`config.mk`:
```
export PLATFORM = sky130hd
export DESIGN_NAME = pipelined_extend_adder
export DESIGN_NICKNAME = d
export VERILOG_FILES = /design/src/rtl/adder_pkg.sv /design/src/rtl/adder_chunk_stage.sv /design/src/rtl/pipelined_extend_adder.sv
export SDC_FILE = /design/constraint.sdc
export NUM_CORES = 1
export LEC_CHECK = 0
export ABC_CLOCK_PERIOD_IN_PS = 10600
export CORE_ASPECT_RATIO = 0.9
export CORE_MARGIN = 2
export CORE_UTILIZATION = 55
export DETAILED_ROUTE_END_ITERATION = 8
export PLACE_DENSITY = 0.85
export SYNTH_ARGS = -nofsm -noshare
export SYNTH_HDL_FRONTEND = slang
export SYNTH_SLANG_ARGS = --single-unit
```
`constraint.sdc`:
```
create_clock -name clk -period 10.6 [get_ports clk]
set_input_delay 1.59 -clock clk [delete_from_list [all_inputs] [get_ports clk]]
set_output_delay 1.59 -clock clk [all_outputs]
set_load 0.02 [all_outputs]
```
`src/rtl/adder_pkg.sv`:
```
// Shared types and helpers for the pipelined zero-extend adder.
package adder_pkg;

  localparam int unsigned DEFAULT_CHUNK = 16;

  // Per-stage control record carried alongside each sum slice
  typedef struct packed {
    logic valid;
    logic carry;
  } stage_ctrl_t;

  function automatic int unsigned num_stages(input int unsigned width, input int unsigned chunk);
    return (chunk == 0) ? 1 : (width + chunk - 1) / chunk;
  endfunction

endpackage

```
`src/rtl/adder_chunk_stage.sv`:
```
// One carry-chain slice: adds a W-bit operand slice plus incoming carry and registers the result.
module adder_chunk_stage
  import adder_pkg::*;
#(
  parameter int unsigned W = DEFAULT_CHUNK
) (
  input  logic         clk,
  input  logic         rst,
  input  logic         en,
  input  logic         valid_in,
  input  logic         cin,
  input  logic [W-1:0] a,
  input  logic [W-1:0] b,
  output logic [W-1:0] sum,
  output logic         carry,
  output logic         valid
);

  localparam int unsigned WX = W + 1;

  logic [W:0]  add_c;
  stage_ctrl_t ctrl_q;

  assign add_c = WX'(a) + WX'(b) + WX'(cin);

  // Data only reloads for real tokens so the slice holds still across bubbles
  always_ff @(posedge clk or posedge rst) begin
    if (rst) begin
      ctrl_q <= '0;
      sum    <= '0;
    end else if (en) begin
      ctrl_q.valid <= valid_in;
      if (valid_in) begin
        ctrl_q.carry <= add_c[W];
        sum          <= add_c[W-1:0];
      end
    end
  end

  assign carry = ctrl_q.carry;
  assign valid = ctrl_q.valid;

endmodule

```
`src/rtl/pipelined_extend_adder.sv`:
```
// Pipelined a + zero_ext(b) with one register stage per CHUNK-bit carry slice and valid/ready flow.
// Define ADDER_CARRY_IN_EN to add a cin port summed in at stage 0.
module pipelined_extend_adder
  import adder_pkg::*;
#(
  parameter int unsigned WIDTH_A = 61,
  parameter int unsigned WIDTH_B = 1,
  parameter int unsigned CHUNK   = DEFAULT_CHUNK
) (
  input  logic               clk,
  input  logic               rst,
  input  logic               in_valid,
  output logic               in_ready,
  input  logic [WIDTH_A-1:0] a,
  input  logic [WIDTH_B-1:0] b,
`ifdef ADDER_CARRY_IN_EN
  input  logic               cin,
`endif
  output logic               out_valid,
  input  logic               out_ready,
  output logic [WIDTH_A:0]   sum
);

  localparam int unsigned NUM_STAGES = num_stages(WIDTH_A, CHUNK);

  if (WIDTH_B > WIDTH_A || WIDTH_B < 1 || CHUNK < 1) begin : g_bad_cfg
    $error("pipelined_extend_adder: illegal WIDTH_B/CHUNK configuration");
  end

  logic                  carry0;
  logic [NUM_STAGES-1:0] v_q;
  logic [NUM_STAGES-1:0] c_q;
  logic [NUM_STAGES-1:0] en;
  logic [NUM_STAGES-1:0] adv;

`ifdef ADDER_CARRY_IN_EN
  assign carry0 = cin;
`else
  assign carry0 = 1'b0;
`endif

  for (genvar k = 0; k < NUM_STAGES; k++) begin : g_stage
    localparam int unsigned LO = k * CHUNK;
    localparam int unsigned SW = (k == NUM_STAGES - 1) ? WIDTH_A - LO : CHUNK;
    localparam int unsigned PW = WIDTH_A - LO;

    // pa/pb: operand bits from this slice upward for the token entering this stage
    logic [PW-1:0]      pa;
    logic [PW-1:0]      pb;
    logic [LO+SW-1:0]   done;
    logic [SW-1:0]      s_q;
    logic               c_in;
    logic               v_in;

    assign en[k] = ~v_q[k] | adv[k];

    if (k == 0) begin : g_head
      assign pa   = a;
      assign pb   = PW'(b);
      assign v_in = in_valid;
      assign c_in = carry0;
      assign done = s_q;
    end else begin : g_body
      logic [LO-1:0] lo_q;

      // Pending operands ride with the token in stage k-1; completed slices with stage k
      always_ff @(posedge clk or posedge rst) begin
        if (rst) begin
          pa <= '0;
          pb <= '0;
        end else if (en[k-1] && g_stage[k-1].v_in) begin
          pa <= g_stage[k-1].pa[PW+CHUNK-1:CHUNK];
          pb <= g_stage[k-1].pb[PW+CHUNK-1:CHUNK];
        end
      end

      always_ff @(posedge clk or posedge rst) begin
        if (rst) begin
          lo_q <= '0;
        end else if (en[k] && v_q[k-1]) begin
          lo_q <= g_stage[k-1].done;
        end
      end

      assign v_in = v_q[k-1];
      assign c_in = c_q[k-1];
      assign done = {s_q, lo_q};
    end

    if (k == NUM_STAGES - 1) begin : g_tail
      assign adv[k] = v_q[k] & out_ready;
    end else begin : g_mid
      assign adv[k] = v_q[k] & en[k+1];
    end

    adder_chunk_stage #(
      .W (SW)
    ) u_stage (
      .clk      (clk),
      .rst      (rst),
      .en       (en[k]),
      .valid_in (v_in),
      .cin      (c_in),
      .a        (pa[SW-1:0]),
      .b        (pb[SW-1:0]),
      .sum      (s_q),
      .carry    (c_q[k]),
      .valid    (v_q[k])
    );
  end

  assign in_ready  = en[0];
  assign out_valid = v_q[NUM_STAGES-1];
  assign sum       = {c_q[NUM_STAGES-1], g_stage[NUM_STAGES-1].done};

endmodule

```
==> flow_metrics.tcl, run 1 <==
set metrics [dict create \
    status "finished, final reports clean" \
    layout.nets 974 \
    crit_chain "clkdlybuf4s50_1 -> and4b_1 -> nand2_1 -> clkdlybuf4s50_1" \
    synthFlopType "dfrtp_1" \
    grt_overflow 0 \
    routed_wl_um 19080 \
    die_height_um 134.7 \
    synth_cell_types 42 \
    critPathLaunchType "primary input" \
    ctsLongestPathBuffers 3 \
    synth_compound_area_share_pct 3.162 \
    postCtsHoldBufs 0 \
    htree_levels 1 \
    die-area_sq_um 20110 \
    dpl_worst_slack_ns 5.877 \
    clockRootBuffer "clkbuf_16" \
    place_congestion 0.7938 \
    maxSlewHeadroom_pct 29.80 \
    rsz0062_at_grt "false" \
    areaGrowthSynthToFinish_pct 22.76 \
    switching_share_pct 28.57 \
    max_freq_ghz 0.2120 \
    finalSetupTns_ns 0 \
    synth_top_family_by_area "multiplexers" \
    endpoint_kind "primary output" \
    muxShareOfSynthArea_pct 20.58 \
    yosys_warnings 0 \
    drv_cap 0 \
    drt_first_pass_iters 4 \
    cts_tree "done" \
    ys_seq_area_share_pct 60.37 \
    skew_ns 0.02578 \
    dpl.hpwl_um 12700 \
    dp.cells 1116 \
    pwr-share-seq_pct 45.0 \
    finalCritPeriodShare_pct 44.50 \
    setup_viol 0 \
    p_clk_share_pct 28.9 \
    clk_pin_slew_ns 0.06 \
    switchingPower_w 0.0009384 \
    power_leakage_nw 5.368 \
    worstMarginPinSlew_ns 1.053 \
    synth-xor-area-share_pct 4.192 \
    num_vias 6252 \
    ys_seq_elements 252 \
    antenna_cells 0 \
    netlist_instances 773 \
    dieWidth_um 149.3 \
    final-max-slew-violation-count 0 \
    worstSetupPathType "primary input to primary output" \
    port_buffers 129 \
    num_io_pins 130 \
    comb_power_share_pct 26.0 \
    cp_slowest_cell "clkdlybuf4s50_1" \
    cpPeakStageDelay_ns 0.64 \
    core_sq_um 18520 \
    route.antenna.remaining_nets 0 \
    postSynthAreaPerCell_sq_um 13.51 \
    hp-class "flop to flop" \
    yosys.area_share.simple_pct 8.372 \
    ff_latch_area_sq_um 6306 \
    drc 0 \
    numClockSinks 252 \
    cellPowerDensity_nw_per_um2 256.1 \
    worstSkewPairLatency_ns 0.53 \
    start_util_pct 56.39 \
    syn-cell-area_sq_um 10450 \
    post-route-util_pct 69.23 \
    cp.arrival_ns 3.13 \
    max-vdd-ir-drop_uv 135.2 \
    cts_setup_buffers 0 \
    finalWorstSetupSlack_ns 5.883 \
    final_cells 1162 \
    viasPerCell 5.380 \
    layout_min_cycle_time_ns 4.717 \
    fillers 1321 \
    grt_usage_pct 19.76 \
    antenna_found_initial 0 \
    grt_max_degree 105 \
    cp.required_ns 9.01 \
    cpMostUsedCell "clkdlybuf4s50_1" \
    grt_pass1_vias 6287 \
    synth_fa_ha_area_share_pct 1.078 \
    internal-power_w 0.002346 \
    drt_iter0_markers 268 \
    multi_input_area_sq_um 3934 \
    hold_violations 0 \
    drive_gt1_share_pct 27.04 \
    synth_fp_nets 848 \
    synth-edff-count 0 \
    synth-async-reset-ratio_pct 100.0 \
    cp_max_fo 4 \
    grt_pass1_wl_um 31810 \
    wire_per_inst_um 16.42 \
    ctsResizeCount 0 \
    numCtsBuffers 26 \
    rows 47 \
]
-- cell type report --
class	count	share of cell area, %
flip-flops and latches	252	49.18
multi-input cells	476	30.68
repair buffers	133	10.30
clock buffers	37	5.952
well taps	245	2.390
clock inverters	9	1.151
inverters	10	0.3513
-- stage by stage --
stage | cell area (sq um) | total power (W) | hold slack, ns
after floorplan | 10450 | 0.001982 | 0.4450
after global placement | 11910 | 0.002318 | 0.4601
after detailed placement | 11910 | 0.002363 | 0.4661
after CTS | 12820 | 0.003320 | 0.4800
after global routing | 12820 | 0.003455 | 0.5045
final | 12820 | 0.003284 | 0.4758
-- path summary, 6_finish.rpt --
| path | from | end | slack [ns] | depth (start not counted) |
|---|---|---|---|---|
| max in group asynchronous | rst | g_stage[3].g_body.lo_q[8] | 6.80 | 4 |
| min | g_stage[1].u_stage.sum[7] | g_stage[1].u_stage.sum[7] | 0.48 | 2 |
| max reg2reg | g_stage[2].u_stage.valid | g_stage[1].pa[41] | 8.10 | 4 |
| max | out_ready | in_ready | 5.88 | 4 |
| min reg2reg | g_stage[1].u_stage.sum[7] | g_stage[1].u_stage.sum[7] | 0.48 | 2 |
| min in group asynchronous | rst | g_stage[3].u_stage.sum[3] | 1.62 | 2 |
-- power groups by stage --
| stage | Sequential, W | Clock [W] | Combinational (W) |
|---|---|---|---|
| 6_report | 0.00148 | 0.000949 | 0.000856 |
| 5_1_grt | 0.00152 | 0.00101 | 0.000922 |
| 4_1_cts | 0.00148 | 0.000969 | 0.000868 |
| 3_5_place_dp | 0.00150 | 0 | 0.000865 |
| 3_3_place_gp | 0.00148 | 0 | 0.000839 |
| 2_1_floorplan | 0.00158 | 0 | 0.000403 |
-- kinds of logic (layout without fill, tap and decap cells) --
logic type,Yosys count,after routing
flip-flops,252,252
buffers and inverters,45,189
AND/OR/NAND/NOR,165,165
AO/OA/AOI/OAI,61,61
adder cells (fa/ha/maj),9,9
XOR/XNOR,50,50
multiplexers,191,191
-- synth_stat cells (2+ instances only) --
master,number,area share [%]
xnor2_1,29,2.4
nand4_1,14,0.84
o21ai_0,52,2.5
a211oi_1,2,0.14
nor4_1,10,0.60
buf_2,23,1.1
nor3_1,9,0.43
clkbuf_1,3,0.11
inv_1,10,0.36
mux2_2,190,20
and3_1,5,0.30
dfrtp_1,252,60
nor2_1,10,0.36
ha_1,9,1.1
xor2_1,21,1.8
and4_1,6,0.50
buf_4,8,0.57
nand2_1,73,2.6
nand3_1,22,1.1
nand2b_1,3,0.18
-- flip-flops by register name, summed over array words and instances (netlist names) --
| signal | cells |
|---|---|
| g_stage.g_body.lo_q | 96 |
| g_stage.pa | 87 |
| g_stage.u_stage.sum | 61 |
| g_stage.u_stage.carry | 4 |
| g_stage.u_stage.valid | 4 |
-- placed cells by master (no fill, tap or decap), types with 9 or more instances in the layout --
master / n
nand2_1: 70
clkbuf_16: 27
mux2_2: 190
clkdlybuf4s50_1: 129
nor3_1: 9
nor4_1: 10
nor2_1: 10
nand3_1: 22
ha_1: 9
xnor2_1: 29
inv_1: 9
nand4_1: 14
xor2_1: 21
dfrtp_1: 252
o21ai_0: 52
-- critical path, delay by kind of cell --
family	cells	cell delay, ns
buf+inv	2	1.15
simple gates	2	0.38
-- metal layers --
metal / GRT usage (%) / part of all wire, % / vias up
li1: - / - / 2981
met1: 27.01 / 45 / 3115
met2: 33.21 / 49 / 117
met3: 2.973 / 3.7 / 39
met4: 5.820 / 2.6 / 0
met5: 0 / 0 / -
Note: power is estimated with default switching activity, not from simulation.
==> run 2, diff against run 1 <==
- ABC_CLOCK_PERIOD_IN_PS: 10600 -> 4200
- CORE_UTILIZATION: 55 -> 50
- PLACE_DENSITY: 0.85 -> 0.82
- clock period: 10.6 -> 4.2 ns (I/O delays scaled with it)
==> run 2 against run 1 <==
Net effect: worst hold slack worse by 0.0014 ns; largest cell class unchanged; via count shrank 0.70%; sequential power grew to 2.5 times the previous value; first-iteration DRC count shrank 12%; clock power increased by 140%; utilization decreased by 6.9 points; combinational power rose to 2.5 times the previous value; cell count is 1.3% higher; wire length hardly changed.
==> flow_metrics.tcl, run 2 (same netlist as run 1, synthesis figures left out) <==
set metrics [dict create \
    clockRootBuffer "clkbuf_16" \
    antenna_found_initial 0 \
    grt_max_degree 138 \
    cp.arrival_ns 2.16 \
    num_io_pins 130 \
    die-area_sq_um 22070 \
    cp_top_family "buffers and inverters" \
    cts_tree "done" \
    port_buffers 129 \
    worstMarginPinSlew_ns 0.9530 \
    start_util_pct 50.60 \
    r2r-start "g_stage[2].u_stage.valid" \
    ctsLongestPathBuffers 3 \
    finalCritPeriodShare_pct 66.53 \
    fillers 1580 \
    worstSetupPathType "primary input to primary output" \
    hold_violations 0 \
    grt_pass1_vias 6190 \
    rsz0062_at_grt "false" \
    drt_first_pass_iters 4 \
    stdcell_area_sq_um 12860 \
    layout_min_cycle_time_ns 2.794 \
    rrSetupSlack_ns 2.05 \
    final-max-slew-violation-count 0 \
    rows 50 \
    postCtsHoldBufs 0 \
    routed_wl_um 19100 \
    power_leakage_nw 5.371 \
    maxSlewHeadroom_pct 36.41 \
    largest_reg_flops 96 \
    numClockSinks 252 \
    die_height_um 141.1 \
    drc 0 \
    reg2reg_to "g_stage[1].pa[28]" \
    place_congestion 0.8149 \
    cellPowerDensity_nw_per_um2 638.7 \
    numCtsBuffers 26 \
    status "finished, final reports clean" \
    core_sq_um 20640 \
    placed_area_sq_um 11990 \
    route.antenna.remaining_nets 0 \
    cp_max_fo 4 \
    cpPeakStageDelay_ns 0.64 \
    dpl.hpwl_um 12730 \
    hold_path_depth 2 \
    endpoint_kind "primary output" \
    drv_cap 0 \
    skew_ns 0.009495 \
    cts_setup_buffers 0 \
    worstSkewPairLatency_ns 0.51 \
    finalSetupTns_ns 0 \
    fin_hold_ws_ns 0.4744 \
    cp_num_buf_inv 2 \
    viasPerCell 5.274 \
    cp_slowest_cell "clkdlybuf4s50_1" \
    max_freq_ghz 0.3579 \
    layout_common_cells "dfrtp_1 (252), mux2_2 (190), clkdlybuf4s50_1 (129)" \
    hp-class "flop to flop" \
    grt_overflow 0 \
    crit_chain "clkdlybuf4s50_1 -> and4b_1 -> nand2_1 -> clkdlybuf4s50_1" \
    reg_top3 "g_stage.g_body.lo_q (96), g_stage.pa (87), g_stage.u_stage.sum (61)" \
    wire_per_inst_um 16.22 \
    dieWidth_um 156.4 \
    final_common_cell "dfrtp_1" \
    worstRegToRegCells 4 \
    min-delay-start "g_stage[0].u_stage.sum[6]" \
    htree_levels 1 \
    drt_iter0_markers 237 \
    ctsResizeCount 0 \
    drive_gt1_share_pct 27.15 \
    hold-path-endpoint "g_stage[0].u_stage.sum[6]" \
    finalWorstSetupSlack_ns 1.406 \
    grt_pass1_wl_um 31620 \
    top_register "g_stage.g_body.lo_q" \
    dpl_worst_slack_ns 1.326 \
    cp.required_ns 3.57 \
    critPathLaunchType "primary input" \
    p_total_w 0.008213 \
    layout.nets 975 \
    grt_usage_pct 17.72 \
    areaGrowthSynthToFinish_pct 23.09 \
    cpMostUsedCell "clkdlybuf4s50_1" \
    max-vdd-ir-drop_uv 341.0 \
    clk_pin_slew_ns 0.06 \
    antenna_cells 0 \
    num_vias 6208 \
    setup_viol 0 \
]
[run 2: cell types whose count changed in the layout (fill, tap and decap cells not counted)]
cell        delta
clkinvlp_4     +1
inv_8          -1
buf_12         +4
clkbuf_8       -1
clkinv_2       +2
bufinv_16      -1
clkbuf_1       -1
buf_4          -3
[run 2: worst max path at each step]
| stage | end | depth (start not counted) | from |
|---|---|---|---|
| 2_1_floorplan | g_stage[0].u_stage.carry | 1 | rst |
| 5_1_grt | in_ready | 4 | out_ready |
| 3_5_place_dp | g_stage[1].pa[28] | 5 | out_ready |
| 4_1_cts | in_ready | 4 | out_ready |
| 3_3_place_gp | g_stage[1].pa[32] | 5 | out_ready |
| 6_report | in_ready | 4 | out_ready |
[run 2: layer usage]
layer / wire [um] / up-vias / global-route usage [%]
met1: 8768 / 3079 / 24.74
li1: - / 2986 / -
met5: 0 / - / 0
met2: 9320 / 113 / 29.45
met3: 658 / 30 / 2.736
met4: 348 / 0 / 4.297
[run 2: area by class of cell]
cell class | count | area [sq um] | area share [%]
repair buffers | 134 | 1379 | 10.72
clock inverters | 10 | 127.6 | 0.9925
inverters | 10 | 41.29 | 0.3211
flip-flops and latches | 252 | 6306 | 49.04
clock buffers | 35 | 745.7 | 5.799
multi-input cells | 476 | 3934 | 30.59
well taps | 260 | 325.3 | 2.530
[run 2: worst reg2reg max path: cells and delay by family, from the launching register on]
family          cells  cell delay [ns]
simple gates        1             0.25
buf+inv             1             0.38
flops               1             0.46
compound gates      1             0.57
mux                 1             0.38
[run 2: through the flow]
step                      cells  util, %
after floorplan             773        -
after global placement     1132    58.05
after detailed placement   1132    58.05
after CTS                  1177    62.28
after global routing       1177    62.28
final                      1177    62.28
[run 2: where the power goes]
group          internal [W]  switching, W  total (W)
sequential          0.00322      0.000520    0.00374
combinational       0.00121      0.000948    0.00216
clock               0.00142      0.000897    0.00232
==> run 3, diff against run 2 <==
- ABC_CLOCK_PERIOD_IN_PS: 4200 -> 2850
- CORE_UTILIZATION: 50 -> 55
- PLACE_DENSITY: 0.82 -> 0.85
- clock period: 4.2 -> 2.85 ns (I/O delays scaled with it)
==> run 3 against run 2 <==
Net effect: global-route usage grew 3.4 points; non-clock buffer count increased by 14; largest cell class unchanged; clock skew shrank 0.00072 ns; sequential power grew 47%; setup slack worse by 0.99 ns; cell area up 1.6%; power increased by 51%; critical path depth shrank 1; highest routed layer unchanged.
==> flow_metrics.tcl, run 3 (same netlist as run 1, synthesis figures left out) <==
set metrics [dict create \
    cts_tree "done" \
    drt_first_pass_iters 5 \
    switching_share_pct 28.58 \
    worstSkewPairLatency_ns 0.51 \
    cellPowerDensity_nw_per_um2 947.5 \
    power_leakage_nw 5.481 \
    cp.arrival_ns 2.01 \
    cp_max_fo 5 \
    r2r-start "g_stage[3].u_stage.valid" \
    dieWidth_um 149.3 \
    port_buffers 129 \
    finalCritPeriodShare_pct 85.49 \
    drc 0 \
    final_common_cell "dfrtp_1" \
    cp_num_buf_inv 1 \
    drive_gt1_share_pct 28.14 \
    reg_top3 "g_stage.g_body.lo_q (96), g_stage.pa (87), g_stage.u_stage.sum (61)" \
    antenna_found_initial 0 \
    route.antenna.remaining_nets 0 \
    largest_reg_flops 96 \
    switchingPower_w 0.003537 \
    fillers 1323 \
    routed_wl_um 20040 \
    max-vdd-ir-drop_uv 557.4 \
    num_io_pins 130 \
    p_total_w 0.01238 \
    internal-power_w 0.008840 \
    num_vias 6362 \
    max_freq_ghz 0.4105 \
    die_height_um 134.7 \
    reg2reg_to "g_stage[3].u_stage.sum[1]" \
    grt_pass1_vias 6680 \
    wire_per_inst_um 17.04 \
    core_sq_um 18520 \
    top_register "g_stage.g_body.lo_q" \
    ff_latch_area_sq_um 6306 \
    final-max-slew-violation-count 0 \
    cpPeakStageDelay_ns 0.64 \
    critPathLaunchType "flop" \
    dpl.hpwl_um 13710 \
    hold_violations 0 \
    multi_input_area_sq_um 3929 \
    antenna_cells 0 \
    numCtsBuffers 26 \
    rows 47 \
    setup_viol 0 \
    place_congestion 0.8151 \
    crit_chain "and4b_1 -> nand2_1 -> clkdlybuf4s50_1" \
    rrSetupSlack_ns 1.00 \
    final_cells 1176 \
    cp_top_family "buffers and inverters" \
    start_util_pct 56.39 \
    layout_min_cycle_time_ns 2.436 \
    clk_pin_slew_ns 0.06 \
    clockRootBuffer "clkbuf_16" \
    p_clk_share_pct 29.0 \
    grt_overflow 0 \
    worstRegToRegCells 6 \
    hp-class "primary input to asynchronous set/reset pin" \
    grt_usage_pct 21.11 \
    drv_cap 0 \
    ctsResizeCount 0 \
    dp.cells 1131 \
    skew_ns 0.008776 \
    areaGrowthSynthToFinish_pct 25.06 \
    worstSetupPathType "flop to primary output" \
    maxSlewHeadroom_pct 47.12 \
    cts_setup_buffers 0 \
    postCtsHoldBufs 0 \
    status "finished, final reports clean" \
    grt_pass1_wl_um 33950 \
    drt_iter0_markers 325 \
    layout.nets 989 \
    comb_power_share_pct 26.4 \
    numClockSinks 252 \
    layout_common_cells "dfrtp_1 (252), mux2_2 (190), clkdlybuf4s50_1 (129)" \
    htree_levels 1 \
    rsz0062_at_grt "false" \
    worstMarginPinSlew_ns 0.7925 \
    ctsLongestPathBuffers 3 \
    cp_slowest_cell "clkdlybuf4s50_1" \
    pwr-share-seq_pct 44.6 \
    cp.required_ns 2.42 \
    grt_max_degree 59 \
    viasPerCell 5.410 \
    die-area_sq_um 20110 \
    endpoint_kind "primary output" \
]
==> run 3: changes by cell type in the layout (fill, tap and decap cells not counted) <==
cell,previous run,this run
clkbuf_1,4,5
buf_12,4,10
buf_4,1,9
bufinv_16,3,5
nand2_2,1,2
nand2_4,2,1
clkinv_2,6,3
==> run 3: metal layers <==
metal  vias up  GRT usage (%)  routed length, um  part of all wire [%]
li1       3018              -                  -                     -
met1      3186          28.72               8836                    44
met2       125          36.43              10160                    51
met3        33          2.601                610                   3.0
met4         0          5.450                435                   2.2
met5         -              0                  0                     0
==> run 3: worst max-delay path by stage <==
stage                     cells past startpoint                startpoint                        end
after CTS                                     3  g_stage[2].u_stage.valid                   in_ready
after global routing                          3  g_stage[2].u_stage.valid                   in_ready
after floorplan                               1                       rst   g_stage[0].u_stage.carry
after global placement                        4                 out_ready                   in_ready
after detailed placement                      7                 out_ready  g_stage[3].u_stage.sum[1]
final                                         3  g_stage[2].u_stage.valid                   in_ready
==> run 3: layout make-up <==
cell class,count,area share [%]
clock buffers,36,5.737
well taps,245,2.347
inverters,10,0.3161
repair buffers,148,11.93
multi-input cells,476,30.07
flip-flops and latches,252,48.27
clock inverters,9,1.322
==> run 3: power by group through the flow <==
stage                     Sequential, W  Clock [W]  Combinational, W
after global routing            0.00567    0.00383           0.00352
after floorplan                 0.00587          0           0.00150
after CTS                       0.00553    0.00368           0.00332
after detailed placement        0.00558          0           0.00330
after global placement          0.00551          0           0.00318
final                           0.00551    0.00359           0.00327
==> run 3: worst reg2reg max path, stage by stage (launching register included) <==
cell	delay (ns)
dfrtp_1	0.42
nand2b_1	0.15
nand2_4	0.45
buf_4	0.38
buf_4	0.16
nand2_1	0.06
o21ai_0	0.09
==> run 3: through the flow <==
stage / cell area, sq um / util (%) / TNS [ns] / hold slack, ns / setup slack [ns]
2_1_floorplan: 10450 / - / -225.08 / 0.4450 / -0.8932
3_3_place_gp: 12140 / 65.55 / 0 / 0.4598 / 0.4910
3_5_place_dp: 12140 / 65.55 / 0 / 0.4681 / 0.4619
4_1_cts: 13060 / 70.52 / 0 / 0.3802 / 0.3840
5_1_grt: 13060 / 70.52 / 0 / 0.4129 / 0.3504
6_report: 13060 / 70.52 / 0 / 0.3740 / 0.4137
